`config.mk`:
```
export PLATFORM = sky130hd
export DESIGN_NAME = operand_stage
export DESIGN_NICKNAME = d
export VERILOG_FILES = /design/src/rtl/rv32i_pkg.sv /design/src/rtl/reg_file.sv /design/src/rtl/operand_stage.sv
export SDC_FILE = /design/constraint.sdc
export NUM_CORES = 2
export LEC_CHECK = 0
export CAP_MARGIN = 30
export CORE_UTILIZATION = 25
export DETAILED_ROUTE_END_ITERATION = 8
export GPL_ROUTABILITY_DRIVEN = 0
export PLACE_DENSITY = 0.46
export SLEW_MARGIN = 20
export SYNTH_ARGS = -nofsm -noshare
export SYNTH_HDL_FRONTEND = slang
export SYNTH_HIERARCHICAL = 1
export SYNTH_SLANG_ARGS = --single-unit
```
`constraint.sdc`:
```
create_clock -name clk -period 4.4 [get_ports clk]
set_clock_uncertainty 0.1 [all_clocks]
set_input_delay 0.44 -clock clk [delete_from_list [all_inputs] [get_ports clk]]
set_output_delay 0.44 -clock clk [all_outputs]
set_load 0.01 [all_outputs]
```
`src/rtl/rv32i_pkg.sv`:
```
// Shared RV32I definitions for the operand stage: data width, the opcode
// encodings the stage understands, the stage FSM encoding and an
// immediate sign-extension helper.
package rv32i_pkg;

  localparam int XLEN = 32;

  localparam logic [6:0] OPC_OP     = 7'b0110011;
  localparam logic [6:0] OPC_OP_IMM = 7'b0010011;
  localparam logic [6:0] OPC_LUI    = 7'b0110111;
  localparam logic [6:0] OPC_AUIPC  = 7'b0010111;

  typedef enum logic [1:0] {
    ST_IDLE   = 2'd0,
    ST_DECODE = 2'd1,
    ST_EXEC   = 2'd2,
    ST_WB     = 2'd3
  } opstage_state_t;

  function automatic logic [XLEN-1:0] sext12(input logic [11:0] imm);
    return {{(XLEN-12){imm[11]}}, imm};
  endfunction

endpackage

```
`src/rtl/reg_file.sv`:
```
// 32 x XLEN integer register file.
//   clk, rst             : clock, synchronous active-high clear of all registers
//   rs1_addr_i/rs1_data_o: combinational read port 1
//   rs2_addr_i/rs2_data_o: combinational read port 2
//   dbg_addr_i/dbg_data_o: combinational debug read port
//   we_i, wr_addr_i,
//   wr_data_i            : synchronous write port; writes to x0 are dropped
module reg_file
  import rv32i_pkg::*;
(
  input  logic            clk,
  input  logic            rst,
  input  logic [4:0]      rs1_addr_i,
  input  logic [4:0]      rs2_addr_i,
  input  logic [4:0]      dbg_addr_i,
  output logic [XLEN-1:0] rs1_data_o,
  output logic [XLEN-1:0] rs2_data_o,
  output logic [XLEN-1:0] dbg_data_o,
  input  logic            we_i,
  input  logic [4:0]      wr_addr_i,
  input  logic [XLEN-1:0] wr_data_i
);

  logic [XLEN-1:0] regs_q [32];

  always_ff @(posedge clk) begin
    if (rst) begin
      for (int i = 0; i < 32; i++) regs_q[i] <= '0;
    end else if (we_i && (wr_addr_i != 5'd0)) begin
      regs_q[wr_addr_i] <= wr_data_i;
    end
  end

  // x0 is forced to zero on read as well, so it never depends on storage.
  assign rs1_data_o = (rs1_addr_i == 5'd0) ? '0 : regs_q[rs1_addr_i];
  assign rs2_data_o = (rs2_addr_i == 5'd0) ? '0 : regs_q[rs2_addr_i];
  assign dbg_data_o = (dbg_addr_i == 5'd0) ? '0 : regs_q[dbg_addr_i];

endmodule

```
`src/rtl/operand_stage.sv`:
```
// Decode/operand stage of the multi-cycle RV32I core, feeding the ALU.
// Accepts one instruction over instr_valid/instr_ready, reads its sources,
// drives registered ALU operands, waits ALU_WAIT cycles, then writes the
// ALU result back to rd.
//   clk, rst                 : clock, synchronous active-high reset
//   instr_valid/instr_ready  : fetch handshake (ready only in IDLE)
//   instr, instr_pc          : instruction word and its address
//   opcode/func3/func7/op1/op2 : registered ALU controls and operands
//   alu_result               : ALU output, sampled in WB
//   done, illegal            : retire pulse, and unsupported-opcode flag
//   dbg_addr, dbg_data       : combinational debug register read
module operand_stage
  import rv32i_pkg::*;
#(
  parameter int ALU_WAIT = 1
) (
  input  logic            clk,
  input  logic            rst,
  input  logic            instr_valid,
  output logic            instr_ready,
  input  logic [31:0]     instr,
  input  logic [31:0]     instr_pc,
  output logic [6:0]      opcode,
  output logic [2:0]      func3,
  output logic            func7,
  output logic [XLEN-1:0] op1,
  output logic [XLEN-1:0] op2,
  input  logic [XLEN-1:0] alu_result,
  output logic            done,
  output logic            illegal,
  input  logic [4:0]      dbg_addr,
  output logic [XLEN-1:0] dbg_data
);

  localparam int CW = (ALU_WAIT > 1) ? $clog2(ALU_WAIT) : 1;
  localparam logic [CW-1:0] CNT_LOAD = CW'(ALU_WAIT - 1);

  opstage_state_t  state_q, state_d;
  logic [31:0]     ir_q, ir_d;
  logic [31:0]     pcr_q, pcr_d;
  logic [CW-1:0]   cnt_q, cnt_d;
  logic [6:0]      opcode_q, opcode_d;
  logic [2:0]      func3_q, func3_d;
  logic            func7_q, func7_d;
  logic [XLEN-1:0] op1_q, op1_d;
  logic [XLEN-1:0] op2_q, op2_d;

  logic [XLEN-1:0] rs1_data, rs2_data;
  logic            rf_we;

  reg_file u_reg_file (
    .clk        (clk),
    .rst        (rst),
    .rs1_addr_i (ir_q[19:15]),
    .rs2_addr_i (ir_q[24:20]),
    .dbg_addr_i (dbg_addr),
    .rs1_data_o (rs1_data),
    .rs2_data_o (rs2_data),
    .dbg_data_o (dbg_data),
    .we_i       (rf_we),
    .wr_addr_i  (ir_q[11:7]),
    .wr_data_i  (alu_result)
  );

  always_ff @(posedge clk) begin
    if (rst) begin
      state_q  <= ST_IDLE;
      ir_q     <= '0;
      pcr_q    <= '0;
      cnt_q    <= '0;
      opcode_q <= '0;
      func3_q  <= '0;
      func7_q  <= 1'b0;
      op1_q    <= '0;
      op2_q    <= '0;
    end else begin
      state_q  <= state_d;
      ir_q     <= ir_d;
      pcr_q    <= pcr_d;
      cnt_q    <= cnt_d;
      opcode_q <= opcode_d;
      func3_q  <= func3_d;
      func7_q  <= func7_d;
      op1_q    <= op1_d;
      op2_q    <= op2_d;
    end
  end

  always_comb begin
    state_d  = state_q;
    ir_d     = ir_q;
    pcr_d    = pcr_q;
    cnt_d    = cnt_q;
    opcode_d = opcode_q;
    func3_d  = func3_q;
    func7_d  = func7_q;
    op1_d    = op1_q;
    op2_d    = op2_q;
    rf_we    = 1'b0;
    done     = 1'b0;
    illegal  = 1'b0;

    unique case (state_q)
      ST_IDLE: begin
        if (instr_valid) begin
          ir_d    = instr;
          pcr_d   = instr_pc;
          state_d = ST_DECODE;
        end
      end

      ST_DECODE: begin
        state_d = ST_EXEC;
        cnt_d   = CNT_LOAD;
        case (ir_q[6:0])
          OPC_OP: begin
            opcode_d = OPC_OP;
            func3_d  = ir_q[14:12];
            func7_d  = ir_q[30];
            op1_d    = rs1_data;
            op2_d    = rs2_data;
          end
          OPC_OP_IMM: begin
            opcode_d = OPC_OP_IMM;
            func3_d  = ir_q[14:12];
            // Only shifts carry an arithmetic/logical select in bit 30;
            // for every other OP-IMM it is just an immediate bit.
            func7_d  = (ir_q[14:12] == 3'b101) ? ir_q[30] : 1'b0;
            op1_d    = rs1_data;
            op2_d    = sext12(ir_q[31:20]);
          end
          OPC_LUI, OPC_AUIPC: begin
            // Both become an ADDI of the upper immediate onto 0 or the PC.
            opcode_d = OPC_OP_IMM;
            func3_d  = 3'b000;
            func7_d  = 1'b0;
            op1_d    = (ir_q[6:0] == OPC_AUIPC) ? pcr_q : '0;
            op2_d    = {ir_q[31:12], 12'h000};
          end
          default: begin
            illegal = 1'b1;
            done    = 1'b1;
            cnt_d   = cnt_q;
            state_d = ST_IDLE;
          end
        endcase
      end

      ST_EXEC: begin
        if (cnt_q == '0) state_d = ST_WB;
        else             cnt_d   = cnt_q - 1'b1;
      end

      ST_WB: begin
        rf_we   = 1'b1;
        done    = 1'b1;
        state_d = ST_IDLE;
      end

      default: state_d = ST_IDLE;
    endcase
  end

  assign instr_ready = (state_q == ST_IDLE);
  assign opcode      = opcode_q;
  assign func3       = func3_q;
  assign func7       = func7_q;
  assign op1         = op1_q;
  assign op2         = op2_q;

endmodule

```
==> metrics.txt <==
# TYPE chip_impl_metric gauge
chip_impl_info{name="status",value="complete, but fails checks"} 1
chip_impl_info{name="violations",value="negative setup slack"} 1
chip_impl_metric{name="tns",unit="ps"} -52.5
chip_impl_metric{name="drt_pre_antenna_iters",unit=""} 5
chip_impl_metric{name="post_dp_area",unit="um2"} 76600
chip_impl_metric{name="synth_enable_flop_cells",unit=""} 1024
chip_impl_metric{name="grt_max_degree",unit=""} 76
chip_impl_metric{name="port_buffers",unit=""} 210
chip_impl_metric{name="final_core_util",unit=""} 0.299
chip_impl_metric{name="grt_pass1_wl",unit="um"} 411000
chip_impl_metric{name="worst-path-max-fanout",unit=""} 18
chip_impl_metric{name="aggregate_global_routing_overflow",unit=""} 0
chip_impl_info{name="most-common-layout-cells",value="1,024 x edfxtp_1, 1,012 x and2_1, 659 x mux4_2"} 1
chip_impl_metric{name="ys_types",unit=""} 56
chip_impl_metric{name="arrival",unit="ps"} 3910
chip_impl_metric{name="floorplan.initialDensity",unit=""} 0.251
chip_impl_metric{name="timing.reg2reg.worst_path_depth",unit=""} 7
chip_impl_metric{name="reg2reg_slack",unit="ps"} 690
chip_impl_metric{name="fraction_of_final_layout_cells_with_drive_strength_greater_than_1",unit=""} 0.285
chip_impl_metric{name="fin_worst_hold_slack",unit="ps"} 96.4
chip_impl_metric{name="worstPathRequired",unit="ps"} 3860
chip_impl_metric{name="ys_seq_area_frac",unit=""} 0.492
chip_impl_metric{name="drt-initial-drc-count",unit=""} 6066
chip_impl_info{name="clk_root_buffer_cell",value="clkbuf_16"} 1
chip_impl_metric{name="avgViaCountPerCell",unit=""} 5.47
chip_impl_info{name="worstSetupStartpointType",value="primary input"} 1
chip_impl_metric{name="fin_area",unit="um2"} 81000
chip_impl_metric{name="number_of_global_route_vias_before_repair",unit=""} 47422
chip_impl_metric{name="num_rows",unit=""} 191
chip_impl_metric{name="total_power",unit="mW"} 29.0
chip_impl_metric{name="postSynth.asyncResetShare",unit=""} 0
chip_impl_metric{name="tritoncts.num_buffers",unit=""} 135
chip_impl_metric{name="clockBufferDepth",unit=""} 3
chip_impl_metric{name="timing.final.hold_violations",unit=""} 0
chip_impl_info{name="crit_path_end_kind",value="output pin"} 1
chip_impl_info{name="hold_path.class",value="in2reg"} 1
chip_impl_metric{name="number_of_standard_cells_after_synthesis",unit=""} 4892
chip_impl_metric{name="antenna_found_initial",unit=""} 39
chip_impl_metric{name="syn2layout_area_growth",unit="%"} 19.0
chip_impl_metric{name="postSynthRegisterBits",unit=""} 1160
chip_impl_metric{name="avgRoutedWirePerCell",unit="um"} 34.4
chip_impl_metric{name="post-route-drc-count",unit=""} 0
chip_impl_metric{name="ir_drop",unit="mV"} 0.424
chip_impl_metric{name="slew_headroom",unit=""} 0.240
chip_impl_info{name="leading_cell_type_in_the_layout_fill_and_taps_excluded",value="edfxtp_1"} 1
chip_impl_metric{name="share_of_the_clock_period_used_by_the_worst_path",unit=""} 1.01
chip_impl_metric{name="path_clk_slew",unit="ps"} 70
chip_impl_metric{name="synth.cell_area",unit="um2"} 68100
chip_impl_metric{name="die-height",unit="um"} 524
chip_impl_metric{name="timing.final.max_slew_violations",unit=""} 0
chip_impl_metric{name="postSynthAreaPerCell",unit="um2"} 13.9
chip_impl_metric{name="total_leakage_power",unit="nW"} 27.4
chip_impl_info{name="cts_tree",value="yes"} 1
chip_impl_info{name="reg2reg_from",value="ir_q[21]"} 1
chip_impl_metric{name="fin_ws",unit="ps"} -51.5
chip_impl_metric{name="dieArea",unit="um2"} 274000
chip_impl_metric{name="die_w",unit="um"} 524
chip_impl_metric{name="design.core.area",unit="um2"} 271000
chip_impl_metric{name="detailedPlacementHpwl",unit="um"} 201000
chip_impl_metric{name="setup_viol",unit=""} 2
chip_impl_info{name="postSynth.topFlopCell",value="edfxtp_1"} 1
chip_impl_metric{name="synth-warning-count",unit=""} 6
chip_impl_info{name="worstSetupStartpoint",value="dbg_addr[1]"} 1
chip_impl_info{name="last_element_of_the_critical_path",value="dbg_data[18]"} 1
chip_impl_metric{name="pwr_dens",unit="nW/um2"} 358
chip_impl_metric{name="global_route.usage.total",unit=""} 0.218
chip_impl_metric{name="numClockSinks",unit=""} 1160
chip_impl_metric{name="clock_latency",unit="ps"} 790
chip_impl_metric{name="period_minus_slack",unit="ps"} 4450
chip_impl_metric{name="wl",unit="um"} 303000
chip_impl_metric{name="cts.htree.levels",unit=""} 4
chip_impl_metric{name="timing.max_cap.violations",unit=""} 0
chip_impl_metric{name="nets",unit=""} 5226
chip_impl_metric{name="ant_nets",unit=""} 0
chip_impl_metric{name="dr_total_vias",unit=""} 48177
chip_impl_metric{name="io_pins",unit=""} 214
chip_impl_metric{name="timing_worst_slew_pin_value",unit="ps"} 1130
chip_impl_info{name="rr_endpoint",value="op2[16]"} 1
chip_impl_info{name="rsz0062_at_grt",value="false"} 1
chip_impl_info{name="critical_path_class",value="in2out"} 1
chip_impl_metric{name="achievable-frequency",unit="MHz"} 225
[metrics by stage]
stage | cells | worst slack, ps
after floorplan | 4925 | 1760
after global placement | 8528 | -207
after detailed placement | 8551 | 53.1
after CTS | 8793 | 55.3
after global routing | 8803 | 33.2
final | 8810 | -51.5
[flip-flops by register name, summed over array words and instances (netlist names), named ones only]
signal             cells
func3                  3
func7                  1
ir_q                  32
op1                   32
op2                   32
opcode                 2
pcr_q                 32
state_q                1
u_reg_file/regs_q   1024
[how the worst min path moves through the flow]
stage,depth (start not counted),endpoint,slack [ps],start
final,3,ir_q[2],100,instr[2]
after detailed placement,2,op2[3],350,op2[3]
after CTS,3,ir_q[2],40,instr[2]
after floorplan,2,pcr_q[0],340,pcr_q[0]
after global placement,2,op2[5],340,op2[5]
after global routing,3,ir_q[2],80,instr[2]
[layout make-up]
class	count	area (um2)
sequential	1160	33500
antenna	14	35.0
tap	3570	4470
timing repair buffer	612	6070
inverter	3	11.3
multi-input combinational	3210	32600
fill	26814	190000
clock inverter	67	598
clock buffer	174	3710
[cell usage after synthesis (34+ instances only)]
| cell type | n | area, um2 |
|---|---|---|
| edfxtp_1 | 1024 | 30700 |
| and2_1 | 1016 | 6360 |
| mux4_2 | 659 | 14800 |
| clkbuf_1 | 366 | 1370 |
| mux2i_1 | 309 | 3090 |
| nand2_1 | 175 | 657 |
| dfxtp_1 | 136 | 2720 |
| a21oi_1 | 127 | 636 |
| a22oi_1 | 107 | 803 |
| nor3_1 | 99 | 495 |
| nor2_1 | 98 | 368 |
| buf_2 | 93 | 465 |
| o22ai_1 | 93 | 582 |
| mux2_2 | 79 | 890 |
| a211oi_1 | 75 | 563 |
| a22o_1 | 53 | 464 |
| nor2b_1 | 46 | 288 |
| buf_4 | 41 | 308 |
| or2_2 | 34 | 213 |
[worst max-delay path: stages]
cell	delay, ps
buf_4	210
or3b_2	870
buf_12	310
o22ai_1	180
a2111oi_0	90
buf_4	210
nor3_1	780
buf_4	230
clkdlybuf4s50_1	540
[repair_timing]
item                      CTS  global route
hold buffers                1             0
buffers inserted            0             0
hold endpoints to repair    5             0
resized for setup           0             0
[per-layer routing]
metal	share of wire	track usage	vias to the layer above	wire [um]
met4	0.057	0.115	18	17300
met3	0.078	0.0396	516	23800
met1	0.39	0.277	25499	119000
met2	0.47	0.351	2604	142000
met5	0.00036	0	-	110
li1	-	-	19540	-
[power by group]
part | switching, mW | internal (mW) | leakage, nW
logic | 2.97 | 2.02 | 13.6
registers | 0.395 | 12.3 | 11.7
clock network | 4.91 | 6.39 | 2.09
total | 8.27 | 20.8 | 27.4
[logic make-up after synthesis]
group	after synthesis	share of synthesized area
compound gates	578	0.0624
buf+inv	555	0.0377
flops	1160	0.492
simple gates	1550	0.131
other cells	2	0.000110
mux	1047	0.277
No activity file was read; power rests on OpenSTA's default activity.
